[config.mk]
export PLATFORM = sky130hd
export DESIGN_NAME = matrix_op_sequencer
export DESIGN_NICKNAME = d
export VERILOG_FILES = /design/src/rtl/mat_pkg.sv /design/src/rtl/matrix_op_sequencer.sv
export SDC_FILE = /design/constraint.sdc
export NUM_CORES = 1
export LEC_CHECK = 0
export CORE_AREA = 2 2 471 473
export CTS_BUF_LIST = sky130_fd_sc_hd__clkbuf_16
export CTS_CLUSTER_DIAMETER = 100
export DETAILED_ROUTE_END_ITERATION = 7
export DIE_AREA = 0 0 473 475
export SYNTH_ARGS = -nofsm -noshare
export SYNTH_HDL_FRONTEND = slang
export SYNTH_SLANG_ARGS = --single-unit
export TNS_END_PERCENT = 50
[constraint.sdc]
create_clock -name clk -period 1.7 [get_ports clk]
set_input_delay 0.425 -clock clk [delete_from_list [all_inputs] [get_ports clk]]
set_output_delay 0.425 -clock clk [all_outputs]
set_load 0.01 [all_outputs]
[src/rtl/mat_pkg.sv]
// Shared definitions for the 5x5 x 8-bit matrix add/subtract subsystem.
package mat_pkg;

    localparam int ELEM_W   = 8;
    localparam int ELEM_CNT = 25;
    localparam int MAT_W    = ELEM_W * ELEM_CNT;

    // 3'b010..3'b111 are reserved for future multiply/transpose commands.
    localparam logic [2:0] OP_ADD = 3'b000;
    localparam logic [2:0] OP_SUB = 3'b001;

    typedef enum logic [1:0] {
        IDLE = 2'd0,
        EXEC = 2'd1,
        DONE = 2'd2
    } state_t;

    function automatic logic op_supported(input logic [2:0] op);
        return (op == OP_ADD) || (op == OP_SUB);
    endfunction

endpackage

[src/rtl/matrix_op_sequencer.sv]
// Command-level controller for the matrix add/subtract datapath: accepts one
// command, drives the datapath operands, waits out its latency, and holds the
// captured result behind a done/ack handshake.
module matrix_op_sequencer
    import mat_pkg::*;
#(
    parameter int MAT_W      = mat_pkg::MAT_W,
    parameter int DP_LATENCY = 1,
    parameter int CNT_W      = 4
) (
    input  logic             clk,
    input  logic             rst_n,
    input  logic             start,
    input  logic [2:0]       op,
    input  logic [MAT_W-1:0] mat_a_in,
    input  logic [MAT_W-1:0] mat_b_in,
    input  logic             ack,
    output logic             busy,
    output logic             done,
    output logic [MAT_W-1:0] result,
    output logic             overflow,
    output logic             err,
    output logic             cmd_drop,
    output logic [MAT_W-1:0] dp_mat_a,
    output logic [MAT_W-1:0] dp_mat_b,
    output logic             dp_select,
    input  logic [MAT_W-1:0] dp_mat_out,
    input  logic             dp_overflow
);

    state_t           state;
    state_t           state_next;
    logic [CNT_W-1:0] count;
    logic             accept;

    // A command is only taken while idle; starts anywhere else are dropped.
    assign accept = (state == IDLE) && start;

    // State register.
    always_ff @(posedge clk or negedge rst_n) begin
        if (!rst_n) begin
            state <= IDLE;
        end else begin
            state <= state_next;
        end
    end

    // Next-state logic: unsupported opcodes skip EXEC and complete at once.
    always_comb begin
        state_next = state;
        case (state)
            IDLE: begin
                if (start) begin
                    state_next = op_supported(op) ? EXEC : DONE;
                end
            end
            EXEC: begin
                if (count == '0) begin
                    state_next = DONE;
                end
            end
            DONE: begin
                if (ack) begin
                    state_next = IDLE;
                end
            end
            default: state_next = IDLE;
        endcase
    end

    // Status outputs decode directly from the state register.
    always_comb begin
        busy = (state != IDLE);
        done = (state == DONE);
    end

    // Operand latch, latency counter, result capture and sticky drop flag.
    // The counter starts at DP_LATENCY so EXEC spans DP_LATENCY+1 cycles:
    // one for the datapath's negate/mux to settle plus its output register.
    always_ff @(posedge clk or negedge rst_n) begin
        if (!rst_n) begin
            count     <= '0;
            dp_mat_a  <= '0;
            dp_mat_b  <= '0;
            dp_select <= 1'b0;
            result    <= '0;
            overflow  <= 1'b0;
            err       <= 1'b0;
            cmd_drop  <= 1'b0;
        end else begin
            if (accept) begin
                dp_mat_a  <= mat_a_in;
                dp_mat_b  <= mat_b_in;
                dp_select <= op[0];
                result    <= '0;
                overflow  <= 1'b0;
                err       <= !op_supported(op);
                cmd_drop  <= 1'b0;
                count     <= CNT_W'(DP_LATENCY);
            end else if (start) begin
                cmd_drop  <= 1'b1;
            end

            if (state == EXEC) begin
                if (count == '0) begin
                    result   <= dp_mat_out;
                    overflow <= dp_overflow;
                end else begin
                    count    <= count - 1'b1;
                end
            end
        end
    end

endmodule

==> results <==
-- cell families after synthesis --
logic type,after synthesis,share of synthesized area
buffers and inverters,96,0.0385
DFF,610,0.596
adders and majority gates,1,0.000488
AOI/OAI and AO/OA,10,0.00259
and+or+nand+nor,225,0.0542
muxes,602,0.308
-- what timing repair did --
item                                   in CTS  in global routing
gates resized for setup                  1786                427
setup endpoints to repair                1213               1211
endpoints found under the hold margin     341                  0
pin swaps                                   0                  1
gates cloned                               10                 16
setup buffers                              99                 45
hold buffers                                1                  0
-- final timing paths --
check / slack [ps] / cells past startpoint / endpoint / from
worst max-delay path: -390 / 7 / dp_mat_a[179]$_DFFE_PN0P_ / state[0]$_DFFE_PN0P_
worst min-delay path: 190 / 2 / result[147]$_DFF_PN0_ / rst_n
worst max register to register: -390 / 7 / dp_mat_a[179]$_DFFE_PN0P_ / state[0]$_DFFE_PN0P_
worst min register to register: 500 / 1 / dp_mat_a[9]$_DFFE_PN0P_ / dp_mat_a[9]$_DFFE_PN0P_
max in group asynchronous: 720 / 4 / result[186]$_DFF_PN0_ / rst_n
min in group clk: 320 / 2 / dp_mat_b[9]$_DFFE_PN0P_ / mat_b_in[9]
-- worst max-delay path: cells and delay by family, from the launching register on --
family	cells	cell delay [ps]
flops	1	480
buf+inv	5	850
simple gates	1	230
mux	1	360
-- state kept, by name, indices dropped and copies added (netlist names) --
name       count
cmd_drop       1
count          4
dp_mat_a     200
dp_mat_b     200
dp_select      1
err            1
overflow       1
result       200
state          2
-- routing by layer --
| metal | global-route usage | vias up |
|---|---|---|
| met2 | 0.251 | 1234 |
| met4 | 0.0514 | 90 |
| li1 | - | 8403 |
| met5 | 0 | - |
| met3 | 0.109 | 419 |
| met1 | 0.142 | 9762 |
-- area by class of cell --
type | instances | area share
sequential | 610 | 0.329
timing repair buffer | 1505 | 0.323
multi-input combinational | 838 | 0.211
tap | 2871 | 0.0775
clock buffer | 85 | 0.0459
clock inverter | 67 | 0.0108
antenna | 30 | 0.00162
inverter | 6 | 0.000486
-- cells in the final DEF, fill, tap and decap left out, types with 30 or more instances in the layout --
| cell | count |
|---|---|
| buf_12 | 52 |
| dlygate4sd2_1 | 117 |
| mux2_2 | 231 |
| clkbuf_16 | 100 |
| nor2b_1 | 180 |
| buf_6 | 247 |
| buf_2 | 45 |
| clkbuf_2 | 117 |
| buf_4 | 260 |
| dfrtp_1 | 607 |
| clkdlybuf4s50_1 | 607 |
| diode_2 | 30 |
| mux2_4 | 368 |
-- stage by stage --
step	cell area [um^2]	setup TNS (ps)	cells	worst slack, ps
floorplan	25600	0	1544	19.0
global placement	41700	-326430	5660	-641
detailed placement	41700	-321350	5660	-635
CTS	45600	-286970	5922	-421
global route	46300	-269400	5989	-442
finish	46400	-200770	6012	-386
-- power breakdown --
part	switching, mW	internal, mW	total, mW
Clock	7.62	9.51	17.1
Combinational	17.0	22.6	39.6
Sequential	4.13	20.5	24.7
Total	28.7	52.7	81.4
==> reports/results.ini <==
[layout]
fin_util=0.212
area_delta_synth_final_pct=80.9
nNetsFinal=3654
drive_gt1_frac=0.492
ff_latch_area_mm2=0.0153
fill_cells=23500
multiInputGateArea_mm2=0.00978

[critical_path]
critPathMaxFanout=25
path_common_cell=buf_12
critPathLaunchType=flip-flop
cp_slowest_cell=dfrtp_4
cpPeakStageDelay_ps=480
crit_required_ps=2290
crit_type=flip-flop to flip-flop
worstPathArrival_ps=2670
worstPathCellList=buf_12 > nor3b_4 > buf_12 > buf_4 > buf_12 > buf_12 > mux2_2
endpoint_kind=flip-flop

[route]
postRouteAntennaNets=0
drt_iter0_markers=763
vias=19900
vias_per_cell=3.31
met1_length_mm=57.9
dr_wl_met2_mm=84.4
highest_layer=met5
wl_met3_mm=28.4
post_drt_wl_per_cell_um=29.6
drt-total-wl_mm=178
drt_pre_antenna_iters=5
drc=0

[power_and_ir_drop]
pwr_density_cell_mw_per_mm2=1760
total_power_mw=81.4
leakagePower_nw=21.3
peakVddDrop_v=0.00107

[sta]
tightest_slew_ps=523
slew_violations=0
setup_slack_ps=-386
hold_viol_final=0
fmax_mhz=479
setup_viol=771
relSlewSlack=0.651
clock_skew_ps=24.3
rsz0062_at_grt=true
final.min_clock_period_ps=2090
worst_hold_slack_ps=187
period_share=1.23

[yosys]
synth.most_common_cell=dfrtp_1
syn_area_mm2=0.0256
yosysUniqueCellTypes=30
syn-num-nets=2153
synth_edf_count=0
ys.flop_type=dfrtp_1
async_flop_share=1.00
yosys.area.top_type=dfrtp_1
synthesis.area_per_instance_um2=16.6
syn-instance-count=1544
yosys-top-cells-count=dfrtp_1 (610), mux2_4 (300), mux2_2 (298)
yosysTopAreaCellShare=0.596
yosysWarnings=0
ys_ff_latch=610
synth.area.top_cells=dfrtp_1 (60%), mux2_4 (18%), mux2_2 (13%), nor2b_1 (4.9%), buf_12 (2.6%)
seq_area_frac_synth=0.596

[floorplanning]
initial_core_util=0.117
rows=172
io_pins=1214
coreArea_mm2=0.219
die_h_um=475
die_x_um=473
die_area_mm2=0.225

[clock_network]
cts.path.max_buffers=3
clk_pin_slew_ps=60
cts.sinks=610
cts_tree=built
numCtsBuffers=84
cts_root_buf=clkbuf_16
htree_levels=3
clock_latency_ps=710

[global_routing]
grt_pass1_wl_mm=218
grt_overflow=0
track_usage=0.150
grt_pass1_vias=20600
antenna_found_initial=209
grt_max_degree=88

[placement]
routabilityCongestion=0.922
dp_hpwl_mm=148
portBuffers=1213

[min_path]
hp-class=primary input to asynchronous set/reset pin

[status]
violations=setup timing
status=finished with violations

[run]
drv_cap=0

Power figures use the tool's default switching activity.
